==> src/rtl/vernier_pt_mapper.sv <==
// vernier_pt_mapper: two-stage valid/ready pipeline mapping an ETS point index T to its ps offset.
// Define VERNIER_PT_MAPPER_ERRCNT_EN to build the delivered-error counter (cnt_err tied to 0 otherwise).
module vernier_pt_mapper #(
    parameter int IDX_W      = 7,
    parameter int OUT_W      = 32,
    parameter int STEP       = 80,
    parameter int BASE       = 10,
    parameter int FOLD_DIV   = 5,
    parameter int FOLD_PHASE = 3,
    parameter int FOLD_BASE  = 50,
    parameter int T_MIN      = 2,
    parameter int T_MAX      = 120
) (
    input  logic             clk,
    input  logic             rst,
    input  logic             in_valid,
    output logic             in_ready,
    input  logic [IDX_W:0]   in_idx,
    output logic             out_valid,
    input  logic             out_ready,
    output logic [OUT_W-1:0] out_offset,
    output logic             out_mark,
    output logic             out_err,
    input  logic             cnt_clr,
    output logic [31:0]      cnt_total,
    output logic [31:0]      cnt_err
);

    localparam logic [OUT_W-1:0] STEP_C      = OUT_W'(STEP);
    localparam logic [OUT_W-1:0] BASE_C      = OUT_W'(BASE);
    localparam logic [OUT_W-1:0] FOLD_BASE_C = OUT_W'(FOLD_BASE);

    logic             s1_valid_q, s1_valid_d;
    logic [IDX_W-1:0] s1_t_q, s1_t_d;
    logic [IDX_W-1:0] s1_div_q, s1_div_d;
    logic             s1_mark_q, s1_mark_d;
    logic             s1_r_q, s1_r_d;
    logic             s1_f_q, s1_f_d;

    logic             out_valid_q, out_valid_d;
    logic [OUT_W-1:0] out_offset_q, out_offset_d;
    logic             out_mark_q, out_mark_d;
    logic             out_err_q, out_err_d;

    logic [31:0]      cnt_total_q, cnt_total_d;

    logic             accept, s1_advance, out_fire;
    logic [31:0]      t_ext;

    assign t_ext      = 32'(in_idx[IDX_W-1:0]);
    assign out_fire   = out_valid_q & out_ready;
    assign s1_advance = s1_valid_q & (~out_valid_q | out_ready);
    assign in_ready   = ~rst & (~s1_valid_q | s1_advance);
    assign accept     = in_valid & in_ready;

    always_comb begin
        s1_valid_d = accept | (s1_valid_q & ~s1_advance);
        s1_t_d     = s1_t_q;
        s1_div_d   = s1_div_q;
        s1_mark_d  = s1_mark_q;
        s1_r_d     = s1_r_q;
        s1_f_d     = s1_f_q;
        if (accept) begin
            s1_t_d    = in_idx[IDX_W-1:0];
            s1_mark_d = in_idx[IDX_W];
            s1_r_d    = (t_ext < 32'(T_MIN)) | (t_ext > 32'(T_MAX));
            s1_f_d    = (t_ext % 32'(FOLD_DIV)) == 32'(FOLD_PHASE);
            // Quotient only matters for folded points, which always satisfy T >= FOLD_PHASE
            s1_div_d  = (t_ext >= 32'(FOLD_PHASE))
                        ? IDX_W'((t_ext - 32'(FOLD_PHASE)) / 32'(FOLD_DIV)) : '0;
        end
    end

    always_comb begin
        out_valid_d  = s1_advance | (out_valid_q & ~out_ready);
        out_offset_d = out_offset_q;
        out_mark_d   = out_mark_q;
        out_err_d    = out_err_q;
        if (s1_advance) begin
            out_mark_d = s1_mark_q;
            out_err_d  = s1_r_q;
            if (s1_r_q)
                out_offset_d = '0;
            else if (s1_f_q)
                out_offset_d = FOLD_BASE_C + STEP_C * OUT_W'(s1_div_q);
            else
                out_offset_d = STEP_C * OUT_W'(s1_t_q) + BASE_C;
        end
    end

    always_comb begin
        cnt_total_d = cnt_total_q;
        if (cnt_clr)
            cnt_total_d = '0;
        else if (out_fire)
            cnt_total_d = cnt_total_q + 32'd1;
    end

    always_ff @(posedge clk or posedge rst) begin
        if (rst) begin
            s1_valid_q   <= 1'b0;
            s1_t_q       <= '0;
            s1_div_q     <= '0;
            s1_mark_q    <= 1'b0;
            s1_r_q       <= 1'b0;
            s1_f_q       <= 1'b0;
            out_valid_q  <= 1'b0;
            out_offset_q <= '0;
            out_mark_q   <= 1'b0;
            out_err_q    <= 1'b0;
            cnt_total_q  <= '0;
        end else begin
            s1_valid_q   <= s1_valid_d;
            s1_t_q       <= s1_t_d;
            s1_div_q     <= s1_div_d;
            s1_mark_q    <= s1_mark_d;
            s1_r_q       <= s1_r_d;
            s1_f_q       <= s1_f_d;
            out_valid_q  <= out_valid_d;
            out_offset_q <= out_offset_d;
            out_mark_q   <= out_mark_d;
            out_err_q    <= out_err_d;
            cnt_total_q  <= cnt_total_d;
        end
    end

`ifdef VERNIER_PT_MAPPER_ERRCNT_EN
    logic [31:0] cnt_err_q, cnt_err_d;

    always_comb begin
        cnt_err_d = cnt_err_q;
        if (cnt_clr)
            cnt_err_d = '0;
        else if (out_fire & out_err_q)
            cnt_err_d = cnt_err_q + 32'd1;
    end

    always_ff @(posedge clk or posedge rst) begin
        if (rst)
            cnt_err_q <= '0;
        else
            cnt_err_q <= cnt_err_d;
    end

    assign cnt_err = cnt_err_q;
`else
    assign cnt_err = '0;
`endif

    assign out_valid  = out_valid_q;
    assign out_offset = out_offset_q;
    assign out_mark   = out_mark_q;
    assign out_err    = out_err_q;
    assign cnt_total  = cnt_total_q;

endmodule

==> config.mk <==
export PLATFORM = sky130hd
export DESIGN_NAME = vernier_pt_mapper
export DESIGN_NICKNAME = d
export VERILOG_FILES = /design/src/rtl/vernier_pt_mapper.sv
export SDC_FILE = /design/constraint.sdc
export NUM_CORES = 1
export LEC_CHECK = 0
export BUFFER_PORTS_ARGS = -buffer_cell sky130_fd_sc_hd__buf_2
export CAP_MARGIN = 10
export CORE_MARGIN = 4
export CORE_UTILIZATION = 53
export CTS_BUF_LIST = sky130_fd_sc_hd__clkbuf_8
export DETAILED_ROUTE_END_ITERATION = 6
export PLACE_DENSITY = 0.92
export SYNTH_ARGS = -nofsm -noshare
export SYNTH_HDL_FRONTEND = slang
export SYNTH_SLANG_ARGS = --single-unit
==> constraint.sdc <==
create_clock -name clk -period 2.5 [get_ports clk]
set_input_delay 0.5 -clock clk [delete_from_list [all_inputs] [get_ports clk]]
set_output_delay 0.5 -clock clk [all_outputs]
set_load 0.01 [all_outputs]
==> results of run 1 <==
[critical path: cells and delay by family]
kind	cells	cell delay, ns
AO/OA/AOI/OAI	8	1.90
XOR/XNOR	2	0.29
adder cells (fa/ha/maj)	4	1.06
buffers and inverters	3	0.34
AND/OR/NAND/NOR	5	0.74
[power by group through the flow]
stage	sequential, mW	combinational, mW	clock, mW
final	1.31	2.34	1.06
after global routing	1.32	2.51	1.10
after CTS	1.29	2.06	1.06
after detailed placement	1.31	1.86	0
after global placement	1.30	1.77	0
after floorplan	1.33	1.25	0
[sequential cells by signal (all words and copies together) (netlist names), 7 cells and up]
| name | cells |
|---|---|
| cnt_total | 32 |
| out_offset | 13 |
| s1_div_q | 7 |
| s1_t_q | 7 |
[per-stage QoR]
step                      instance area [um^2]  TNS [ns]  hold WS, ns  power (mW)  worst slack [ns]
after global routing                      8150    -10.80        0.320        4.94             -2.23
after detailed placement                  7320    -12.18        0.490        3.17             -2.42
after global placement                    7320    -11.30        0.455        3.06             -2.24
after CTS                                 7920     -8.56        0.271        4.41             -1.87
final                                     8150     -9.49        0.272        4.72             -2.06
after floorplan                           6460     -9.99        0.475        2.58             -2.38
[cell usage after synthesis (all sizes together) (7+ instances only)]
| master | instances |
|---|---|
| a21oi | 42 |
| a22o | 13 |
| a31oi | 12 |
| and3 | 8 |
| buf | 60 |
| clkbuf | 19 |
| dfrtp | 66 |
| ha | 37 |
| inv | 29 |
| mux2 | 7 |
| mux2i | 7 |
| nand2 | 55 |
| nand3 | 29 |
| nand4 | 10 |
| nor2 | 50 |
| nor3 | 15 |
| nor4 | 7 |
| o211ai | 10 |
| o21ai | 42 |
| o31ai | 8 |
| or2 | 8 |
| or3 | 8 |
| xnor2 | 25 |
| xor2 | 32 |
[area by class of cell]
| class | instances | area, um^2 | share of cell area |
|---|---|---|---|
| timing repair buffer | 202 | 1440 | 0.177 |
| clock inverter | 4 | 72.6 | 0.00890 |
| sequential | 66 | 1650 | 0.203 |
| inverter | 29 | 109 | 0.0133 |
| tap | 140 | 175 | 0.0215 |
| clock buffer | 12 | 165 | 0.0203 |
| multi-input combinational | 582 | 4540 | 0.556 |
[what timing repair did]
action | in CTS | in global routing
endpoints found under the setup margin | 10 | 13
pin swaps | 47 | 19
gates cloned | 0 | 0
buffers inserted | 16 | 7
gates resized for setup | 45 | 35
[logic make-up after synthesis]
group / synth area share
DFF: 0.274
adders and majority gates: 0.0886
xor gates and xnor gates: 0.0869
and+or+nand+nor: 0.189
muxes: 0.0254
other: 0.00125
buffers and inverters: 0.102
AOI/OAI and AO/OA: 0.232
[final timing paths]
check / to / slack (ns)
setup reg to reg: out_offset[13] / 0.04
hold reg to reg: out_offset[14] / 0.50
max in group asynchronous: s1_div_q[2] / 1.92
min in group clk: s1_mark_q / 0.39
hold / removal: s1_mark_q / 0.27
setup / recovery: s1_f_q / -2.06
[metal layers]
| metal | track usage | wire, um | vias up |
|---|---|---|---|
| li1 | - | - | 2835 |
| met4 | 0.139 | 1020 | 0 |
| met2 | 0.497 | 9530 | 424 |
| met3 | 0.0449 | 1480 | 126 |
| met1 | 0.329 | 7000 | 3007 |
| met5 | 0 | 0 | - |
==> results.txt, run 1 <==
status -> complete, but fails checks
violated checks -> setup timing
via count -> 6392
synth warn -> 0
Crit Path Class -> in2reg
CP endpoint kind -> flip-flop
RSZ-0062 raised after global routing -> true
Pre-antenna DRT Iters -> 7
Remaining Overflow, GRT -> 0
die area -> 13100 um^2
r2r startpoint -> s1_div_q[1]
DR WL/cell -> 18.4 um
setup ws final -> -2.06 ns
DP Cell Count -> 997
Area contributors post-synth -> dfrtp_1 (27%), ha_1 (7.7%), buf_4 (6.4%), xor2_1 (4.7%), xnor2_1 (3.6%)
Num CTS Buffers -> 9
pin count of the biggest net entering global routing -> 34
CP max stage cell -> a221o_1
most used cell, CP -> or2_4
Max-Cap Viols -> 0
Die H -> 115 um
Final #Nets -> 942
first-pass GRT wire length -> 30400 um
switching pwr -> 1.78 mW
Post-synth ARST share -> 1.00
Worst slew margin -> 0.425
commonest cells after routing, fill and taps aside -> buf_4 (130), dfrtp_1 (65), buf_2 (57)
Yosys top cell area share -> 0.274
Pint -> 2.94 mW
DR DRC count -> 0
Die W -> 115 um
Syn-to-layout area delta -> 35.5%
Initial Util -> 0.548
final count of hold timing violations -> 0
Final period util -> 1.82
initial antenna violation count -> 0
commonest non-fill, non-tap cell in the layout -> buf_4
Mapped Area -> 6020 um^2
PwrDens -> 579 nW/um^2
worst-path maximum fanout -> 4
Post-Synthesis Cells -> 705
Clk pin slew, worst setup/hold paths -> 0.08 ns
Peak supply drop -> 0.000793 V
sequential share of power -> 0.278
Final Skew -> 0.0129 ns
Clock Tree Buf Depth -> 2
Avg Cell Area, Syn -> 8.53 um^2
worst-path cell chain -> buf_6 > or2_4 > ha_4 > nor2b_4 > or2_4 > a221o_1 > a31oi_4 > nor2_4 > xnor2_4 > ha_2 > maj3_2 > a21oi_4 > nand3_2 > a41oi_4 > xnor2_2 > inv_1 > buf_4 > ha_1 > a311oi_1 > o21ai_1 > a21oi_2 > a2bb2oi_1
final wirelength -> 19000 um
Root Buffer -> clkbuf_8
Net Sw Frac -> 0.378
1st-iter DRT viols -> 758
Critical Path Source Type -> primary input
Worst Tran Pin Value -> 0.855 ns
Leak -> 3.76 nW
Seq/Total Area, Yosys -> 0.274
Inserted Diodes -> 0
f_max -> 0.220 GHz
flops & latches, synth -> 66
arrival time at the worst endpoint -> 4.82 ns
clk_lat worst skew -> 0.35 ns
cell depth of the worst flop-to-flop path -> 12
Top Ports -> 113
final cell count without fillers -> 1035
row count -> 38
Final HPWL DP -> 12200 um
share of cells above drive strength 1 -> 0.360
Top FF cell, synth -> dfrtp_1
Post-DRT Antenna Nets -> 0
Worst Hold Class -> in2async
post-synth cell types -> 91
via/cell ratio -> 6.18
crit path from -> in_idx[5]
gpl congestion -> 0.915
combinational power share -> 0.497
Total GRT Usage -> 0.282
Buffers on Ports -> 61
Final Util -> 0.742
Synth area leader -> dfrtp_1
CTS tree -> done
Setup Viol. Count Final -> 7
fin crit period -> 4.56 ns
Layout fillers -> 645
total clock sinks -> 66
vias in the first global route -> 6211
number of synthesized flops with an enable pin -> 0
Data required, critical path -> 2.77 ns
Clock power frac -> 0.225
Crit path largest cell delay -> 0.38 ns
Core Footprint -> 11000 um^2
H-tree levels -> 3
CTS hold repair buffers -> 0
final slew viol count -> 0
Note: power is estimated with default switching activity, not from simulation.
==> run 2, diff against run 1 <==
--- a/config.mk
+++ b/config.mk
@@ -11,6 +11,7 @@
 export CORE_UTILIZATION = 53
 export CTS_BUF_LIST = sky130_fd_sc_hd__clkbuf_8
 export DETAILED_ROUTE_END_ITERATION = 6
+export HOLD_SLACK_MARGIN = 0.05
 export PLACE_DENSITY = 0.92
 export SYNTH_ARGS = -nofsm -noshare
 export SYNTH_HDL_FRONTEND = slang
==> constraint.sdc (replaced) <==
create_clock -name clk -period 2.5 [get_ports clk]
set_input_delay 0.25 -clock clk [delete_from_list [all_inputs] [get_ports clk]]
set_output_delay 0.25 -clock clk [all_outputs]
set_load 0.01 [all_outputs]
==> results.txt, run 2 (synthesis gave the netlist of run 1 again) <==
vias in the first global route -> 5906 (-4.9%)
Total GRT Usage -> 0.270 (-0.0120)
Data required, critical path -> 2.75 ns (-0.02 ns)
Leak -> 3.70 nW (-1.6%)
Peak supply drop -> 0.000676 V (-15%)
Syn-to-layout area delta -> 32.1%
design area -> 7950 um^2 (-2.5%)
Critical Path Source Type -> primary input
final count of hold timing violations -> 0 (unchanged)
setup ws final -> -1.86 ns (+0.194 ns)
Worst slew margin -> 0.526 (+0.101)
pin count of the biggest net entering global routing -> 36 (+5.9%)
fin crit period -> 4.36 ns (-0.194 ns)
Crit path largest cell delay -> 0.37 ns (about the same)
Remaining Overflow, GRT -> 0 (unchanged)
Die W -> 115 um (unchanged)
share of cells above drive strength 1 -> 0.352 (-0.00815)
final wirelength -> 18700 um (-1.7%)
via/cell ratio -> 6.03 (-2.4%)
RSZ-0062 raised after global routing -> true
CP max stage cell -> a2111oi_4
Clk pin slew, worst setup/hold paths -> 0.07 ns (about the same)
Die H -> 115 um (unchanged)
Core Footprint -> 11000 um^2 (unchanged)
f_max -> 0.229 GHz (+4.4%)
CTS tree -> done
Worst Tran Pin Value -> 0.711 ns (-0.144 ns)
DR WL/cell -> 18.1 um (-1.5%)
final slew viol count -> 0 (unchanged)
violated checks -> setup timing
switching pwr -> 1.79 mW (+0.49%)
H-tree levels -> 3 (unchanged)
Root Buffer -> clkbuf_8
commonest cells after routing, fill and taps aside -> buf_4 (134), dfrtp_1 (66), buf_2 (57)
sequential share of power -> 0.291 (+0.013)
arrival time at the worst endpoint -> 4.61 ns (-0.21 ns)
Final HPWL DP -> 12200 um (-0.17%)
Pint -> 2.71 mW (-7.8%)
Top Ports -> 113 (unchanged)
Worst Hold Class -> in2reg
max reg flops -> 32 (unchanged)
worst-path cell chain -> buf_6 > a2111oi_4 > nand2_2 > ha_4 > nand2b_4 > ha_4 > xor3_2 > nor4_4 > a211o_1 > nand2_2 > o32ai_4 > o211ai_1 > a211oi_2 > o22ai_1 > a31o_2 > xnor2_2 > ha_2 > o311ai_2 > o311ai_2 > a31oi_1
Final Util -> 0.724 (-0.0187)
Inserted Diodes -> 0 (unchanged)
Initial Util -> 0.548 (unchanged)
Pre-antenna DRT Iters -> 6 (-1)
Net Sw Frac -> 0.398 (+0.0204)
total clock sinks -> 66 (unchanged)
Buffers on Ports -> 61 (unchanged)
setup TNS -> -7.50 ns (+1.99 ns)
Clock Tree Buf Depth -> 2 (unchanged)
PwrDens -> 566 nW/um^2 (-2.2%)
clk_lat worst skew -> 0.35 ns (about the same)
gpl congestion -> 0.926 (+1.2%)
Setup Viol. Count Final -> 6 (-1)
die area -> 13100 um^2 (unchanged)
combinational power share -> 0.510 (+0.013)
Critical path buffers and inverters -> 1 (-2)
Crit Path Class -> in2reg
Final #Nets -> 940 (-0.21%)
Post-DP Area -> 7330 um^2 (+0.21%)
first-pass GRT wire length -> 29000 um (-4.5%)
Post-DRT Antenna Nets -> 0 (unchanged)
CP endpoint kind -> flip-flop
Max-Cap Viols -> 0 (unchanged)
1st-iter DRT viols -> 646 (-15%)
Num CTS Buffers -> 9 (unchanged)
Crit path max-delay family -> compound AO/OA/AOI/OAI gates
Final period util -> 1.74 (-0.0776)
DR DRC count -> 0 (unchanged)
row count -> 38 (unchanged)
commonest non-fill, non-tap cell in the layout -> buf_4
worst-path maximum fanout -> 5 (+1)
via count -> 6226 (-2.6%)
Clock power frac -> 0.199 (-0.026)
status -> complete, but fails checks
initial antenna violation count -> 0 (unchanged)
Final Skew -> 0.00869 ns (-0.00422 ns)
-- run 2: changes by cell type in the layout (fill, tap and decap cells not counted), sizes merged --
cell and delta:
clkinv +4, buf -3, clkbuf -3, bufinv -1, dlygate4sd3 +1
-- run 2: final timing paths --
check	start	end	slack, ns	cells past startpoint
min reg2reg	out_offset[5]	out_offset[5]	0.47	2
max	in_idx[1]	s1_div_q[0]	-1.86	20
max reg2reg	s1_t_q[3]	out_offset[13]	0.03	10
min	in_idx[7]	s1_mark_q	0.15	2
max in group asynchronous	rst	s1_div_q[1]	1.17	4
min in group asynchronous	rst	cnt_total[22]	0.60	3
-- run 2: through the flow --
step / worst slack, ns / hold WS [ns] / total power [mW] / std cells
after floorplan: -2.13 / 0.401 / 2.58 / 756
after global placement: -1.98 / 0.410 / 3.06 / 999
after detailed placement: -2.19 / 0.416 / 3.16 / 999
after CTS: -1.69 / 0.146 / 4.22 / 1024
after global routing: -2.13 / 0.149 / 4.71 / 1033
final: -1.86 / 0.148 / 4.50 / 1033
-- run 2: what timing repair did --
item,4_1_cts,5_1_grt
endpoints found under the setup margin,12,12
hold buffers,1,0
gates resized for setup,24,34
endpoints found under the hold margin,16,0
pin swaps,33,22
setup buffers,8,9
-- run 2: layout make-up --
type / count / area (um^2)
multi-input cells: 582 / 4420
inverters: 29 / 109
fillers: 699 / 3030
well taps: 140 / 175
clock buffers: 9 / 124
flip-flops and latches: 66 / 1650
clock inverters: 7 / 70.1
repair buffers: 200 / 1400
-- run 2: layer usage --
layer,global-route usage,wire length [um],up-vias,part of all wire
met5,0,0,-,0
met4,0.109,863,0,0.046
met3,0.0375,1380,80,0.074
met2,0.487,9550,348,0.51
met1,0.319,6920,2960,0.37
li1,-,-,2838,-
-- run 2: power by group through the flow --
stage	Clock (mW)	Combinational (mW)	Sequential (mW)
floorplan	0	1.25	1.33
global placement	0	1.76	1.30
detailed placement	0	1.86	1.31
CTS	0.886	2.04	1.30
global route	0.938	2.45	1.32
finish	0.895	2.29	1.31
